**config.mk**
```make
export PLATFORM = sky130hd
export DESIGN_NAME = opb_register_bank_ppc2simulink
export DESIGN_NICKNAME = d
export VERILOG_FILES = /design/src/rtl/opb_regbank_pkg.sv /design/src/rtl/opb_reg_slice.sv /design/src/rtl/opb_register_bank_ppc2simulink.sv
export SDC_FILE = /design/constraint.sdc
export NUM_CORES = 1
export LEC_CHECK = 0
export CAP_MARGIN = 25
export CORE_ASPECT_RATIO = 0.9
export CORE_UTILIZATION = 43
export DETAILED_ROUTE_END_ITERATION = 16
export PLACE_DENSITY = 0.8
export SETUP_SLACK_MARGIN = 0.5
export SLEW_MARGIN = 40
export SYNTH_ARGS = -nofsm -noshare
export SYNTH_HDL_FRONTEND = slang
export SYNTH_SLANG_ARGS = --single-unit
```
**constraint.sdc**
```tcl
create_clock -name OPB_Clk -period 2.2 [get_ports OPB_Clk]
set_clock_uncertainty 0.05 [all_clocks]
set_input_delay 0.33 -clock OPB_Clk [delete_from_list [all_inputs] [get_ports OPB_Clk]]
set_output_delay 0.33 -clock OPB_Clk [all_outputs]
set_load 0.01 [all_outputs]
```
**src/rtl/opb_regbank_pkg.sv**
```systemverilog
`default_nettype none
// +----------------------------------------------------------------------+
// | Module  : opb_regbank_pkg                                            |
// | Brief   : Shared constants, FSM states and lane mapping for regbank. |
// | Revision: 1.0                                                        |
// +----------------------------------------------------------------------+
package opb_regbank_pkg;

  localparam int OPB_DWIDTH = 32;
  localparam int BYTES      = 4;

  typedef enum logic [0:0] {
    IDLE = 1'b0,
    ACK  = 1'b1
  } state_t;

  // OPB numbers lanes from the MSB: BE[0] carries register bits 31:24.
  function automatic int be_lane_to_byte(input int lane);
    return BYTES - 1 - lane;
  endfunction

endpackage
`default_nettype wire

```
**src/rtl/opb_reg_slice.sv**
```systemverilog
`default_nettype none
// +----------------------------------------------------------------------+
// | Module  : opb_reg_slice                                              |
// | Brief   : One 32-bit byte-enabled register with reset value.         |
// | Revision: 1.0                                                        |
// +----------------------------------------------------------------------+
module opb_reg_slice
  import opb_regbank_pkg::*;
#(
  parameter logic [OPB_DWIDTH-1:0] RESET_VAL = '0
) (
  input  logic                  clk,
  input  logic                  rst,
  input  logic                  i_we,
  input  logic [BYTES-1:0]      i_be,
  input  logic [OPB_DWIDTH-1:0] i_wdata,
  output logic [OPB_DWIDTH-1:0] o_q
);

  logic [OPB_DWIDTH-1:0] r_q;

  always_ff @(posedge clk) begin
    if (rst) begin
      r_q <= RESET_VAL;
    end else if (i_we) begin
      for (int b = 0; b < BYTES; b++) begin
        if (i_be[b]) r_q[8*b +: 8] <= i_wdata[8*b +: 8];
      end
    end
  end

  assign o_q = r_q;

endmodule
`default_nettype wire

```
**src/rtl/opb_register_bank_ppc2simulink.sv**
```systemverilog
`default_nettype none
// +----------------------------------------------------------------------+
// | Module  : opb_register_bank_ppc2simulink                             |
// | Brief   : OPB slave with NUM_REGS software registers and write       |
// |           strobes; OPB_REGBANK_SHADOW_COMMIT_EN adds shadow/commit.  |
// | Revision: 1.0                                                        |
// +----------------------------------------------------------------------+
module opb_register_bank_ppc2simulink
  import opb_regbank_pkg::*;
#(
  parameter logic [31:0] C_BASEADDR   = 32'h01008000,
  parameter logic [31:0] C_HIGHADDR   = 32'h010080FF,
  parameter int          C_OPB_AWIDTH = 32,
  parameter int          C_OPB_DWIDTH = 32,
  parameter int          NUM_REGS     = 4,
  parameter logic [31:0] RESET_VAL    = 32'h00000000
) (
  input  logic                     OPB_Clk,
  input  logic                     OPB_Rst,
  input  logic [0:C_OPB_AWIDTH-1]  OPB_ABus,
  input  logic [0:BYTES-1]         OPB_BE,
  input  logic [0:C_OPB_DWIDTH-1]  OPB_DBus,
  input  logic                     OPB_RNW,
  input  logic                     OPB_select,
  input  logic                     OPB_seqAddr,
  output logic [0:C_OPB_DWIDTH-1]  Sl_DBus,
  output logic                     Sl_xferAck,
  output logic                     Sl_errAck,
  output logic                     Sl_retry,
  output logic                     Sl_toutSup,
  output logic [NUM_REGS*32-1:0]   user_data_out,
  output logic [NUM_REGS-1:0]      user_wr_stb
);

`ifdef OPB_REGBANK_SHADOW_COMMIT_EN
  localparam int NWORDS = NUM_REGS + 1;
`else
  localparam int NWORDS = NUM_REGS;
`endif
  localparam int IDXW = $clog2(NUM_REGS + 2);

  state_t                r_state, w_next_state;
  logic                  w_take;
  logic [31:0]           w_addr, w_off;
  logic [29:0]           w_word;
  logic                  w_hit, w_valid;
  logic [IDXW-1:0]       w_idx;
  logic [OPB_DWIDTH-1:0] w_wdata, w_rdata;
  logic [BYTES-1:0]      w_be;
  logic [NUM_REGS-1:0]   w_we, w_stb_next;
  logic [OPB_DWIDTH-1:0] w_q [NUM_REGS];
  logic                  r_ack, r_err;
  logic [OPB_DWIDTH-1:0] r_dbus;
  logic [NUM_REGS-1:0]   r_stb;
  logic                  w_unused;

  assign w_addr  = 32'(OPB_ABus);
  assign w_wdata = OPB_DBus;
  assign w_hit   = OPB_select && (w_addr >= C_BASEADDR) && (w_addr <= C_HIGHADDR);
  assign w_off   = w_addr - C_BASEADDR;
  assign w_word  = w_off[31:2];
  assign w_valid = (w_word < 30'(NWORDS));
  assign w_idx   = w_word[IDXW-1:0];
  assign w_unused = ^{OPB_seqAddr, w_off[1:0], w_word};

  always_comb begin
    w_be = '0;
    for (int l = 0; l < BYTES; l++) w_be[be_lane_to_byte(l)] = OPB_BE[l];
  end

  always_ff @(posedge OPB_Clk) begin
    if (OPB_Rst) r_state <= IDLE;
    else         r_state <= w_next_state;
  end

  // A select still held in ACK is deliberately ignored to avoid a double ack.
  always_comb begin
    w_next_state = r_state;
    w_take       = 1'b0;
    case (r_state)
      IDLE: if (w_hit) begin
        w_next_state = ACK;
        w_take       = 1'b1;
      end
      ACK:     w_next_state = IDLE;
      default: w_next_state = IDLE;
    endcase
  end

  always_comb begin
    w_rdata = '0;
    w_we    = '0;
    for (int i = 0; i < NUM_REGS; i++) begin
      if (w_idx == IDXW'(i)) w_rdata = w_q[i];
      w_we[i] = w_take && w_valid && !OPB_RNW && (w_idx == IDXW'(i));
    end
  end

  generate
    for (genvar i = 0; i < NUM_REGS; i++) begin : g_slice
      opb_reg_slice #(.RESET_VAL(RESET_VAL)) u_slice (
        .clk     (OPB_Clk),
        .rst     (OPB_Rst),
        .i_we    (w_we[i]),
        .i_be    (w_be),
        .i_wdata (w_wdata),
        .o_q     (w_q[i])
      );
    end
  endgenerate

`ifdef OPB_REGBANK_SHADOW_COMMIT_EN
  logic                  w_commit;
  logic [OPB_DWIDTH-1:0] r_live [NUM_REGS];

  assign w_commit = w_take && w_valid && !OPB_RNW &&
                    (w_idx == IDXW'(NUM_REGS)) && w_wdata[0];

  always_comb begin
    w_stb_next = '0;
    for (int i = 0; i < NUM_REGS; i++) w_stb_next[i] = w_commit && (w_q[i] != r_live[i]);
  end

  always_ff @(posedge OPB_Clk) begin
    for (int i = 0; i < NUM_REGS; i++) begin
      if (OPB_Rst)       r_live[i] <= RESET_VAL;
      else if (w_commit) r_live[i] <= w_q[i];
    end
  end

  generate
    for (genvar i = 0; i < NUM_REGS; i++) begin : g_out
      assign user_data_out[32*i +: 32] = r_live[i];
    end
  endgenerate
`else
  assign w_stb_next = w_we;

  generate
    for (genvar i = 0; i < NUM_REGS; i++) begin : g_out
      assign user_data_out[32*i +: 32] = w_q[i];
    end
  endgenerate
`endif

  always_ff @(posedge OPB_Clk) begin
    if (OPB_Rst) begin
      r_ack  <= 1'b0;
      r_err  <= 1'b0;
      r_dbus <= '0;
      r_stb  <= '0;
    end else begin
      r_ack  <= w_take && w_valid;
      r_err  <= w_take && !w_valid;
      r_dbus <= (w_take && w_valid && OPB_RNW) ? w_rdata : '0;
      r_stb  <= w_stb_next;
    end
  end

  assign Sl_DBus     = r_dbus;
  assign Sl_xferAck  = r_ack;
  assign Sl_errAck   = r_err;
  assign Sl_retry    = 1'b0;
  assign Sl_toutSup  = 1'b0;
  assign user_wr_stb = r_stb;

endmodule
`default_nettype wire

```
==> results.txt <==
Routed Antenna Nets: 0
Simple-Gate Fraction of Synth Area: 0.285
Top cells by area, synth: dfxtp_1 41%, mux2i_1 19%, nand2b_1 13%, nand2_1 3.3%, a2bb2oi_1 3.2%
Count of different cell masters after synthesis: 48
Buffer depth of the longest clock path: 2
Sequential share of the synthesized area: 0.411
Final Util: 0.712
Crit path arrival time: 2.40 ns
Maximum number of pins on one net before global-route repair: 161
Synth area leader: dfxtp_1
Main synth FF type: dfxtp_1
Worst-Skew Late Latency: 0.43 ns
Crit path launch: OPB_ABus[16]
Area Overhead vs Synth: 61.5%
Synth cell count leaders: 167 x dfxtp_1, 166 x nand2b_1, 158 x mux2i_1, 71 x nand2_1, 39 x clkbuf_1
DR WL/cell: 21.0 µm
Initial Utilization: 0.441
Most common cell in the netlist: dfxtp_1
Mapped cell area: 8140 µm²
Final net count: 1,206
Vias: 7,599
CTS Buf Count: 17
Mean Syn Cell Area: 9.88 µm²
Sw power: 1.71 mW
Async SR Flop Fraction: 0
P_leak: 6.65 nW
H-tree levels: 4
Finished Layout Cells: 1,390
Largest family of logic cells by synthesized area: simple AND/OR/NAND/NOR gates
Outcome: complete, no violations
YS warnings: 0
First-pass GRT wire length: 43.6 mm
P per Cell Area: 524 nW/µm²
Final wirelength: 29.2 mm
Clk sink count: 167
Maxcap violations: 0
Worst setup EP type: flip-flop
Worst slew pin tran: 0.572 ns
Rel. slew slack: 0.619
Initial DRC count: 407
Full die area: 19,500 µm²
Die Y: 133 µm
Vias in the first global route: 7,593
Worst VDD drop: 530 µV
# rows: 47
Seq cells post-synth: 167
Vias per inst: 5.47
Min-delay src: OPB_RNW
EDFF count, synth: 0
Worst R2R Start: r_state
WS Path Type: input pin to flip-flop
GP Congestion: 0.910
Fraction of layout instances using a drive strength above 1: 0.237
CTS Hold Bufs: 0
Gate power share: 0.102
Final Hold Fails: 0
Multiplexer share of the synthesized area: 0.200
Gr ovfl total: 0
Fmax: 475 MHz
Cell internal pwr: 5.18 mW
Final setup vio count: 0
DIE WIDTH: 147 µm
CTS tree: yes
Cell count after synthesis: 824
Total Routing Usage GR: 0.289
Clock-pin slew on the worst setup and hold paths: 0.07 ns
Minimum clock period: 2.10 ns
Core ar.: 18,500 µm²
CP required: 2.49 ns
IO Port Bufs: 235
HP Class: input pin to flip-flop
Adder-cell area share of the yosys netlist: 0.00154
Area fraction of the dominant cell type after synthesis: 0.411
Slew Viols, Final: 0
Clock share of power: 0.459
HPWL Detailed: 17.6 mm
Clk root buf: clkbuf_16
RSZ-0062 raised after global routing: yes
Initial antenna violation count: 0
DR DRC count: 0
Xor and xnor area share after synthesis: 0.00215
Pre-antenna DRT Iters: 4
Final cycle utilization of the critical path: 0.956
Net Sw Frac: 0.249
Power, Total: 6.89 mW
N_diodes: 0
Sequential share of power: 0.439
Worst Path Max Fanout: 5
I/O Pins: 241
Compound-gate portion of the synthesized area: 0.0618
Critical path startpoint category: input pin
Placed cells: 1,312
[worst max-delay path, stage by stage]
cell     delay, ns
buf_12        0.09
inv_12        0.03
ha_4          0.25
nor4b_4       0.17
nand3_1       0.11
or3_1         0.38
or4_4         0.47
buf_12        0.16
buf_6         0.11
buf_8         0.14
nor4_4        0.14
[power by group through the flow]
stage                     combinational (mW)  sequential (mW)  clock, mW
after CTS                              0.652             3.02       3.17
after global routing                   0.736             3.02       3.32
final                                  0.703             3.02       3.17
after floorplan                        0.302             3.09          0
after detailed placement               0.588             3.09          0
after global placement                 0.585             3.09          0
[routing by layer]
metal	vias up	track usage	share of wire
met1	3689	0.372	0.43
li1	3547	-	-
met3	59	0.0738	0.075
met2	304	0.465	0.47
met5	-	0	0
met4	0	0.107	0.025
[through the flow]
step	area (µm²)	setup TNS, ns	setup WS, ns	hold WS (ns)
4_1_cts	12700	0	0.113	0.352
5_1_grt	13200	0	0.0357	0.418
2_1_floorplan	8480	-0.221	-0.0116	0.452
3_5_place_dp	11500	-115.84	-0.853	0.431
3_3_place_gp	11500	-112.09	-0.773	0.423
6_report	13200	0	0.0962	0.410
[flip-flops by register name, summed over array words and instances, names as in the netlist]
register / cells
Sl_DBus: 32
Sl_xferAck: 1
user_wr_stb: 4
Sl_errAck: 1
r_state: 1
g_slice.u_slice.o_q: 128
[what timing repair did]
action,in CTS,in global routing
setup buffers,31,6
pin swaps,39,14
setup endpoints to repair,309,181
cloned,9,0
gates resized for setup,301,74
hold endpoints to repair,0,0
[worst paths after layout]
check,endpoint,slack [ns],depth (start not counted)
worst max-delay path,Sl_DBus[1],0.1,11
worst min-delay path,Sl_DBus[9],0.41,4
worst min register to register,g_slice[0].u_slice.o_q[2],0.44,2
worst max register to register,g_slice[1].u_slice.o_q[0],0.1,8
[cell usage in the layout (no fill, tap or decap), drive strengths merged, types with 11 or more instances in the layout]
cell / instances
dfxtp: 167
nand2b: 166
mux2i: 158
dlygate4sd2: 150
buf: 137
nand2: 72
nor4: 52
clkdlybuf4s50: 46
o21ai: 31
a2bb2oi: 30
clkbuf: 17
dlymetal6s2s: 15
nand4: 14
inv: 11
[cell families (layout without fill, tap and decap cells)]
kind of cell / after synthesis / count (layout)
AO/OA/AOI/OAI: 72 / 72
XOR/XNOR: 2 / 2
adder cells (fa/ha/maj): 1 / 1
buffers and inverters: 69 / 389
flip-flops: 167 / 167
multiplexers: 160 / 160
other: 1 / 2
AND/OR/NAND/NOR: 352 / 352
[layout make-up]
type                       count  area, µm²
tap                          245        307
timing repair buffer         352       3570
sequential                   167       3350
clock buffer                  17        425
multi-input combinational    589       5270
fill                        1342       5320
inverter                       5       48.8
clock inverter                15        190
(Power assumes the default switching activity.)
